### src/rtl/fetch_unit_pkg.sv
// Shared types and constants for the instruction fetch stage.
// Contents: common word types (u64, u32), fetch FSM state enum, next-PC
// select enum, fetch buffer payload struct, reset PC and misalignment helper.
package fetch_unit_pkg;

    localparam int unsigned XLEN   = 64;
    localparam int unsigned INST_W = 32;

    typedef logic [XLEN-1:0]   u64;
    typedef logic [INST_W-1:0] u32;

    localparam u64 PC_RESET = 64'h0000_0000_8000_0000;
    localparam u64 PC_STEP  = 64'd4;

    typedef enum logic [1:0] {
        REQ  = 2'd0,
        FULL = 2'd1,
        DROP = 2'd2
    } fetch_state_t;

    typedef enum logic [1:0] {
        PC_HOLD  = 2'd0,
        PC_INC   = 2'd1,
        PC_REDIR = 2'd2,
        PC_PEND  = 2'd3
    } pc_sel_t;

    typedef struct packed {
        logic valid;
        u64   pc;
        u32   instr;
        logic exc;
    } fetch_data_t;

    // Instructions are 4-byte aligned; any low bit set is a misaligned PC.
    function automatic logic pc_misaligned(input u64 pc);
        return pc[1:0] != 2'b00;
    endfunction

endpackage

### src/rtl/fetch_unit_if.sv
// Instruction-bus request/response interface.
// Signals: ireq_valid/ireq_addr (request, driven by the fetch unit),
// iresp_data_ok/iresp_data (response beat, driven by the memory side).
// Modports: master = fetch unit, slave = instruction memory / bus.
interface fetch_unit_if;
    import fetch_unit_pkg::*;

    logic ireq_valid;
    u64   ireq_addr;
    logic iresp_data_ok;
    u32   iresp_data;

    modport master (
        output ireq_valid,
        output ireq_addr,
        input  iresp_data_ok,
        input  iresp_data
    );

    modport slave (
        input  ireq_valid,
        input  ireq_addr,
        output iresp_data_ok,
        output iresp_data
    );

endinterface

### src/rtl/fetch_unit_pcselect.sv
// Next fetch-PC multiplexer (combinational).
// Ports: sel (which source), pc_q (current PC), redirect_pc (hazard-unit
// target), pend_q (target latched while a stale request drains),
// pc_next_c (selected next PC; increment wraps modulo 2^XLEN).
module fetch_unit_pcselect
    import fetch_unit_pkg::*;
(
    input  pc_sel_t sel,
    input  u64      pc_q,
    input  u64      redirect_pc,
    input  u64      pend_q,
    output u64      pc_next_c
);

    always_comb begin
        pc_next_c = pc_q;
        unique case (sel)
            PC_INC:   pc_next_c = pc_q + PC_STEP;
            PC_REDIR: pc_next_c = redirect_pc;
            PC_PEND:  pc_next_c = pend_q;
            default:  pc_next_c = pc_q;
        endcase
    end

endmodule

### src/rtl/fetch_unit.sv
// Instruction fetch stage: owns the fetch PC, runs the instruction-bus
// handshake, applies redirects/flushes from the hazard unit and presents one
// instruction at a time to IF/ID.
// Ports: clk, reset (async, active-high); redirect_valid/redirect_pc (branch,
// JAL, JALR target); flush (drop buffered instruction, keep PC); id_ready
// (IF/ID accepts); ibus (instruction-bus master); fetch_valid/fetch_pc/
// fetch_instr/fetch_exc (presented instruction).
// Optional: define FETCH_MISALIGN_CHECK_EN to turn a misaligned PC into a
// fetch_exc entry instead of a bus request; otherwise fetch_exc is constant 0.
module fetch_unit
    import fetch_unit_pkg::*;
(
    input  logic          clk,
    input  logic          reset,
    input  logic          redirect_valid,
    input  u64            redirect_pc,
    input  logic          flush,
    input  logic          id_ready,
    fetch_unit_if.master  ibus,
    output logic          fetch_valid,
    output u64            fetch_pc,
    output u32            fetch_instr,
    output logic          fetch_exc
);

    fetch_state_t state_q, state_d;
    u64           pc_q, pc_d;
    u64           pend_q, pend_d;
    fetch_data_t  buf_q, buf_d;
    pc_sel_t      pc_sel;
    logic         req_valid_q, req_valid_d;
    u64           req_addr_q, req_addr_d;

    fetch_unit_pcselect u_pcselect (
        .sel         (pc_sel),
        .pc_q        (pc_q),
        .redirect_pc (redirect_pc),
        .pend_q      (pend_q),
        .pc_next_c   (pc_d)
    );

    // State, PC, pending target, output buffer and bus request registers.
    always_ff @(posedge clk or posedge reset) begin
        if (reset) begin
            state_q     <= REQ;
            pc_q        <= PC_RESET;
            pend_q      <= '0;
            buf_q       <= '0;
            req_valid_q <= 1'b0;
            req_addr_q  <= PC_RESET;
        end else begin
            state_q     <= state_d;
            pc_q        <= pc_d;
            pend_q      <= pend_d;
            buf_q       <= buf_d;
            req_valid_q <= req_valid_d;
            req_addr_q  <= req_addr_d;
        end
    end

    // Next-state, buffer and PC-source selection; redirect has top priority.
    always_comb begin
        state_d = state_q;
        pend_d  = pend_q;
        buf_d   = buf_q;
        pc_sel  = PC_HOLD;

        unique case (state_q)
            REQ: begin
                if (!req_valid_q) begin
                    // No request on the bus (first cycle after reset, or a
                    // misaligned PC that was never issued).
                    if (redirect_valid) begin
                        pc_sel = PC_REDIR;
                    end
`ifdef FETCH_MISALIGN_CHECK_EN
                    else if (pc_misaligned(pc_q)) begin
                        buf_d   = '{valid: 1'b1, pc: pc_q, instr: '0, exc: 1'b1};
                        state_d = FULL;
                    end
`endif
                end else if (redirect_valid) begin
                    if (ibus.iresp_data_ok) begin
                        // Response and redirect coincide: drop the response.
                        pc_sel = PC_REDIR;
                    end else begin
                        // Request cannot be withdrawn; drain it in DROP.
                        pend_d  = redirect_pc;
                        state_d = DROP;
                    end
                end else if (ibus.iresp_data_ok) begin
                    buf_d   = '{valid: 1'b1, pc: pc_q, instr: ibus.iresp_data, exc: 1'b0};
                    pc_sel  = PC_INC;
                    state_d = FULL;
                end
            end

            FULL: begin
                if (redirect_valid) begin
                    buf_d   = '0;
                    pc_sel  = PC_REDIR;
                    state_d = REQ;
                end else if (flush || id_ready) begin
                    buf_d   = '0;
                    state_d = REQ;
                end
            end

            DROP: begin
                if (redirect_valid && ibus.iresp_data_ok) begin
                    pc_sel  = PC_REDIR;
                    state_d = REQ;
                end else if (redirect_valid) begin
                    // Latest target wins.
                    pend_d = redirect_pc;
                end else if (ibus.iresp_data_ok) begin
                    pc_sel  = PC_PEND;
                    state_d = REQ;
                end
            end

            default: begin
                state_d = REQ;
            end
        endcase

`ifndef FETCH_MISALIGN_CHECK_EN
        buf_d.exc = 1'b0;
`endif
    end

    // Bus request for the next cycle: a new address is only loaded when
    // entering/staying in REQ, so it is stable for the whole handshake.
    always_comb begin
        req_valid_d = 1'b0;
        req_addr_d  = req_addr_q;
        if (state_d == DROP) begin
            req_valid_d = 1'b1;
        end else if (state_d == REQ) begin
            req_addr_d = pc_d;
`ifdef FETCH_MISALIGN_CHECK_EN
            req_valid_d = !pc_misaligned(pc_d);
`else
            req_valid_d = 1'b1;
`endif
        end
    end

    assign ibus.ireq_valid = req_valid_q;
    assign ibus.ireq_addr  = req_addr_q;

    assign fetch_valid = buf_q.valid;
    assign fetch_pc    = buf_q.pc;
    assign fetch_instr = buf_q.instr;
    assign fetch_exc   = buf_q.exc;

endmodule

### src/flat_wrapper.sv
// flat-port wrapper written by rule: the top's interface ports become plain ports
module fetch_unit_flat import fetch_unit_pkg::*;
  (clk, reset, redirect_valid, redirect_pc, flush, id_ready, fetch_valid, fetch_pc, fetch_instr, fetch_exc, ibus_ireq_valid, ibus_ireq_addr, ibus_iresp_data_ok, ibus_iresp_data);
  fetch_unit_if ibus_i ();
  input  logic clk;
  input  logic reset;
  input  logic redirect_valid;
  input  u64 redirect_pc;
  input  logic flush;
  input  logic id_ready;
  output logic fetch_valid;
  output u64 fetch_pc;
  output u32 fetch_instr;
  output logic fetch_exc;
  output wire logic [$bits(ibus_i.ireq_valid)-1:0] ibus_ireq_valid;
  output wire logic [$bits(ibus_i.ireq_addr)-1:0] ibus_ireq_addr;
  input wire logic [$bits(ibus_i.iresp_data_ok)-1:0] ibus_iresp_data_ok;
  input wire logic [$bits(ibus_i.iresp_data)-1:0] ibus_iresp_data;
  assign ibus_ireq_valid = ibus_i.ireq_valid;
  assign ibus_ireq_addr = ibus_i.ireq_addr;
  assign ibus_i.iresp_data_ok = ibus_iresp_data_ok;
  assign ibus_i.iresp_data = ibus_iresp_data;
  fetch_unit u_core (.clk(clk), .reset(reset), .redirect_valid(redirect_valid), .redirect_pc(redirect_pc), .flush(flush), .id_ready(id_ready), .ibus(ibus_i), .fetch_valid(fetch_valid), .fetch_pc(fetch_pc), .fetch_instr(fetch_instr), .fetch_exc(fetch_exc));
endmodule
### config.mk
export PLATFORM = sky130hd
export DESIGN_NAME = fetch_unit_flat
export DESIGN_NICKNAME = d
export VERILOG_FILES = /design/src/rtl/fetch_unit_pkg.sv /design/src/rtl/fetch_unit_if.sv /design/src/rtl/fetch_unit_pcselect.sv /design/src/rtl/fetch_unit.sv /design/src/flat_wrapper.sv
export SDC_FILE = /design/constraint.sdc
export NUM_CORES = 1
export LEC_CHECK = 0
export ABC_AREA = 1
export CAP_MARGIN = 25
export CORE_MARGIN = 5
export CORE_UTILIZATION = 55
export DETAILED_ROUTE_END_ITERATION = 10
export HOLD_SLACK_MARGIN = 0.12
export PLACE_DENSITY = 0.84
export SLEW_MARGIN = 20
export SYNTH_ARGS = -nofsm -noshare
export SYNTH_HDL_FRONTEND = slang
export SYNTH_SLANG_ARGS = --single-unit
### constraint.sdc
create_clock -name clk -period 14.4 [get_ports clk]
set_input_delay 1.44 -clock clk [delete_from_list [all_inputs] [get_ports clk]]
set_output_delay 1.44 -clock clk [all_outputs]
set_load 0.005 [all_outputs]
# [Word-level counts from Yosys, hierarchy flattened]
# Index checks and enable logic that the tools add are counted.
[op_classes] n_eq_ne=14 reduce_logical=9 n_mux=34 add_sub_neg=1 bitwise_logic=1
[op_table] operator="2-to-1 mux 98 bit" count=5
[op_table] operator="2-to-1 mux 64 bit" count=5
[op_table] operator="one-hot mux 98 bit (2 select lines)" count=1
[op_table] operator="one-hot mux 64 bit (3 select lines)" count=1
[op_table] operator="one-hot mux 64 bit (2 select lines)" count=1
[op_table] operator="adder 64 x 3 -> 64 bit, second input constant" count=1
[op_table] operator="2-to-1 mux 2 bit" count=16
[op_table] operator="!= test 2 bit, second input constant" count=6
[op_table] operator="one-hot mux 2 bit (3 select lines)" count=2
[op_table] operator="equality test 2 bit, second input constant" count=4
[op_table] operator="AND reduction 6 bit" count=1
[op_table] operator="AND reduction 5 bit" count=1
[op_table] operator="equality test 2 x 1 -> 1 bit, second input constant" count=2
[op_table] operator="logical NOT 2 bit" count=2
[op_table] operator="nonzero test 2 bit" count=2
[op_table] operator="2-to-1 mux 1 bit" count=3
[op_table] operator="!= test 3 x 2 -> 1 bit, second input constant" count=1
[op_table] operator="!= test 2 x 1 -> 1 bit, second input constant" count=1
[op_table] operator="AND reduction 2 bit" count=1
[op_table] operator="logical AND 1 bit" count=1
[op_table] operator="logical OR 1 bit" count=1
[op_table] operator="NOT 1 bit" count=1
[word_totals] inputBits=102 out_inout_bits=163 register_bits=292

# [Logic depth before layout (Yosys ltp)]
[logic_depth] ltp_word=7 depth_mapped=13 depth_no_buf=13

# [By module]
# A second synthesis with hierarchy kept.
[hier_totals] cells_unflattened=1873 hier_area_um2=14310.0
[by_module_without_submodules] mod="fetch_unit" area_per_inst_um2=10607.7 cells_each=1068 instances=1 seq_area_each_um2=7309.5
[by_module_without_submodules] mod="fetch_unit_pcselect" area_per_inst_um2=3702.3 cells_each=805 instances=1 seq_area_each_um2=0.0

# [Least setup slack after synthesis]
# No wires, ideal clock.
[synth_path] path_kind="input port to flip-flop" startpoint="input port redirect_valid" endpoint="register u_core.req_addr_q[35] (netlist: u_core.ibus.ireq_addr[35])" path_buffers=2 setup_slack_ps=11728 stages=12 t_required_ps=14283 setup_time_ps=117 arrival_time_ps=2555 path_cell_list="inv_2 -> nand2_2 -> nor3_4 -> inv_2 -> buf_2 -> buf_2 -> nand3_1 -> nand2_1 -> inv_1 -> nand3_1 -> nand2_1 -> nand2_1"
[synth_via] word_cells_on_any_way=21 cone_classes="4 x eq/ne; 13 x mux; 1 x bitwise; 3 x reduce/logical"
[synth_lines] item="start: declaration" line_no="flat_wrapper.sv:7" rtl="input logic redirect_valid;"
[synth_lines] item="2-to-1 mux 2 bit, or another cell as far along" line_no="fetch_unit.sv:113" rtl="end else if (redirect_valid) begin"
[synth_lines] item="2-to-1 mux 2 bit, on equally long branches" line_no="fetch_unit.sv:110, fetch_unit.sv:70"
[synth_lines] item="one-hot mux 2 bit (3 select lines) (*)" line_no="fetch_unit.sv:68" rtl="unique case (state_q)"
[synth_lines] item="equality test 2 bit or equality test 2 x 1 -> 1 bit (tied branches)" line_no="fetch_unit_pcselect.sv:17" rtl="unique case (sel)"
[synth_lines] item="one-hot mux 64 bit (3 select lines) (*)" line_no="fetch_unit_pcselect.sv:17"
[synth_lines] item="net u_core.pc_d[35]" line_no="fetch_unit.sv:27" rtl="u64 pc_q, pc_d;"
[synth_lines] item="end signal: assignment" line_no="fetch_unit.sv:57" rtl="req_addr_q <= req_addr_d;"
[synth_lines] item="end: declaration" line_no="fetch_unit.sv:32" rtl="u64 req_addr_q, req_addr_d;"
# The timed path passes the listed nets; every way through them passes the cells marked *.
# A chain may end at the register's enable or synchronous reset.

# [Worst setup path after layout]
[layout_path] startpoint="input port redirect_valid" endpoint="register u_core.req_addr_q[34] (netlist: u_core.ibus.ireq_addr[34])"
# Same word-level chain as after synthesis.

==> flow_metrics.tcl <==
set metrics [dict create \
    synth-xor-area-share_pct 0 \
    outcome "finished, final reports clean" \
    worst-slew-pin-transition_ns 0.9981 \
    worst-endpoint-arrival_ns 4.36 \
    final_area_um2 17680 \
    cts.repair.resized 0 \
    grt_start_max_net_pins 178 \
    synth-seq-cells 292 \
    drtPass1Iterations 7 \
    number_of_hold_repair_buffers_added_at_the_cts_stage 0 \
    final.hold.worst_slack_ns 0.4774 \
    vdd_drop_max_uv 112.3 \
    post_synth_num_cell_types 35 \
    wirelength_mm 45.13 \
    cellPowerDensity_nw_per_um2 163.7 \
    final_core_util_pct 70.84 \
    layout-area-overhead-vs-synth_pct 28.06 \
    r2r_slack_ns 11.50 \
    cts_tree "yes" \
    ys_seq_area_share_pct 52.93 \
    fp.dieW_um 168.5 \
    cts.path.max_buffers 3 \
    detail-route-antenna-nets 0 \
    net_count_of_the_finished_layout 2032 \
    drt-wirelength-per-cell_um 19.75 \
    postSynth.topFlopCell "dfrtp_1" \
    post-route-period-util_pct 26.86 \
    post_route_cells_drive_above_1_share_pct 7.114 \
    critical_path_class "input pin to flip-flop" \
    grt_antenna_before_repair 1 \
    clkLatencyLatePin_ns 0.57 \
    hold_path_class "flip-flop to flip-flop" \
    post_synth.cell_area_avg_um2 8.162 \
    fill_cells 1968 \
    achievable-frequency_ghz 0.2585 \
    port-buffer-count 263 \
    die_area_um2 28380 \
    hold_viol 0 \
    cp_max_fo 48 \
    post-route-drc-count 0 \
    cp.required_ns 14.90 \
    die_h_um 168.5 \
    postSynthCellCount 1692 \
    gr-total-overflow 0 \
    cts_made_buffers 31 \
    timing.slew.headroom_pct 33.46 \
    slew_limit_fails 0 \
    hpwl_mm 31.88 \
    period_needed_ns 3.868 \
    clock_tree.root_cell "clkbuf_16" \
    core_area_um2 24960 \
    ys_warn_count 0 \
    tns_ns 0 \
    synth_mux_area_share_pct 4.893 \
    post_synth_and_or_nand_nor_area_fraction_pct 28.91 \
    p_leak_nw 8.180 \
    kind_of_launch_point_of_the_worst_setup_path "input pin" \
    clock_sink_count 292 \
    route.vias.total 12960 \
    synthArstFlopShare_pct 100.0 \
    setup_repair_after_global_routing_missed_its_margin "no" \
    adder_cell_share_of_the_synthesized_area_pct 0.09060 \
    drt_iter0_drc 1357 \
    synth_edf_count 0 \
    finalWeightedCongestion 0.9652 \
    grt_pass1_vias 13040 \
    grt.total_usage_pct 31.64 \
    detail_route.vias_per_cell 5.670 \
    post-place-cells 2225 \
    core.rowCount 58 \
    grt_first_pass_wirelength_mm 71.75 \
    synth_top_family_by_area "simple AND/OR/NAND/NOR gates" \
    endpoint_kind "flip-flop" \
    synth.net_count 1795 \
    instance_area_at_placement_um2 16670 \
    clock-skew-final_ns 0.01397 \
    setup-violations-final 0 \
    start_util_pct 55.32 \
    syn-cell-area_um2 13810 \
    final_cell_count_no_fill 2285 \
    h_tree_depth_reported_by_cts 1 \
    synth-compound-area-share_pct 6.786 \
    path_clk_slew_ns 0.06 \
    boundaryPins 265 \
    number_of_buffers_inserted_by_post_cts_setup_repair 0 \
    cap_violations 0 \
]
[worst paths after layout]
| kind | startpoint | to | cells after the start |
|---|---|---|---|
| max | redirect_valid | u_core.ibus.ireq_addr[34]$_DFFE_PP0P_ | 14 |
| min | u_core.ibus.ireq_addr[41]$_DFFE_PP0P_ | u_core.ibus.ireq_addr[41]$_DFFE_PP0P_ | 2 |
| max reg2reg | u_core.state_q[1]$_DFF_PP0_ | u_core.ibus.ireq_addr[34]$_DFFE_PP0P_ | 12 |
| min reg2reg | u_core.ibus.ireq_addr[41]$_DFFE_PP0P_ | u_core.ibus.ireq_addr[41]$_DFFE_PP0P_ | 2 |
| max in group asynchronous | reset | u_core.pend_q[47]$_DFFE_PP0P_ | 3 |
| min in group asynchronous | reset | u_core.fetch_instr[0]$_DFFE_PP0P_ | 2 |
[sequential cells by signal, summed over array words and instances (netlist names)]
name / flops
u_core.state_q: 2
u_core.fetch_valid: 1
u_core.pend_q: 64
u_core.ibus.ireq_addr: 64
u_core.fetch_pc: 64
u_core.ibus.ireq_valid: 1
u_core.pc_q: 64
u_core.fetch_instr: 32
[cells in the mapped netlist (3+ instances only)]
cell       number  area (µm²)
clkinv_1       10       37.54
nor2_1        118       442.9
dfrtp_1       290        7257
buf_2          36       180.2
o21ai_0        69       345.3
nand3b_1        6       45.04
a21oi_1        12       60.06
mux2_2         60       675.7
nand4_1        33       206.5
inv_1         126       473.0
buf_1           3       11.26
nand3_1       151       755.7
buf_4           3       22.52
a22o_1         33       289.0
clkbuf_1       27       101.4
o2111ai_1       4       35.03
o211ai_1        3       22.52
o21ai_1        30       150.1
and2_1          4       25.02
nand2_1       648        2432
inv_2           8       30.03
[placed cells by master (no fill, tap or decap), types with 2 or more instances in the layout]
cell type | netlist | routed
nand2_1 | 648 | 647
clkbuf_16 | 0 | 31
a21oi_1 | 12 | 12
clkbuf_1 | 27 | 13
dfrtp_1 | 290 | 290
mux2_2 | 60 | 60
inv_8 | 0 | 2
nand3_1 | 151 | 151
clkbuf_8 | 0 | 5
nor2_4 | 1 | 2
buf_4 | 3 | 8
nor2_1 | 118 | 118
clkdlybuf4s50_1 | 0 | 263
nand3b_1 | 6 | 6
o211ai_1 | 3 | 3
and2_1 | 4 | 4
clkinv_2 | 0 | 3
o21ai_1 | 30 | 30
dfstp_2 | 2 | 2
nand4_1 | 33 | 33
buf_16 | 0 | 3
o2111ai_1 | 4 | 4
inv_2 | 8 | 8
clkinv_1 | 10 | 10
clkinvlp_4 | 0 | 2
o21ai_0 | 69 | 69
nor3_4 | 2 | 2
a22o_1 | 33 | 33
inv_1 | 126 | 125
[final cells by class]
type / count / area (µm²) / area share [%]
inverter: 144 / 548.0 / 3.099
clock inverter: 9 / 88.84 / 0.5023
multi-input combinational: 1185 / 5634 / 31.86
tap: 330 / 412.9 / 2.335
sequential: 292 / 7310 / 41.33
antenna: 1 / 2.502 / 0.01415
clock buffer: 49 / 893.4 / 5.052
timing repair buffer: 275 / 2795 / 15.81
[routing by layer]
metal	share of wire [%]	vias to the layer above	global-route usage, %	wire length, µm
li1	-	5928	-	-
met1	42	6244	46.17	19050
met2	45	707	49.27	20470
met3	10	76	6.025	4594
met4	2.2	0	8.469	1013
met5	0	-	0	0
[logic make-up (layout without fill, tap and decap cells)]
logic type	count (synthesis)	count (layout)
simple gates	968	968
flops	292	292
buf+inv	215	477
compound gates	155	155
mux	60	60
fa+ha+maj	1	1
other cells	1	2
[metrics by stage]
stage | total power [mW] | worst slack [ns]
5_1_grt | 3.049 | 10.37
6_report | 2.895 | 10.53
3_3_place_gp | 2.077 | 9.908
4_1_cts | 2.894 | 10.62
2_1_floorplan | 1.605 | 4.901
3_5_place_dp | 2.112 | 10.07
[report_power, final]
| group | switching, mW | leakage [nW] | total [mW] | internal [mW] |
|---|---|---|---|---|
| Clock | 0.327 | 0.474 | 0.771 | 0.444 |
| Combinational | 0.423 | 4.04 | 0.847 | 0.424 |
| Sequential | 0.218 | 3.66 | 1.28 | 1.06 |
[worst max-delay path, cell delays in order]
cell	delay (ns)
clkdlybuf4s50_1	0.56
inv_2	0.08
nand2_2	0.16
nor3_4	0.09
inv_2	0.06
buf_4	0.49
nand3_2	0.31
inv_2	0.38
buf_16	0.22
buf_16	0.18
nand2_1	0.09
nand4_1	0.12
nand2_1	0.07
nand2_1	0.08
Note: power is estimated with default switching activity, not from simulation.
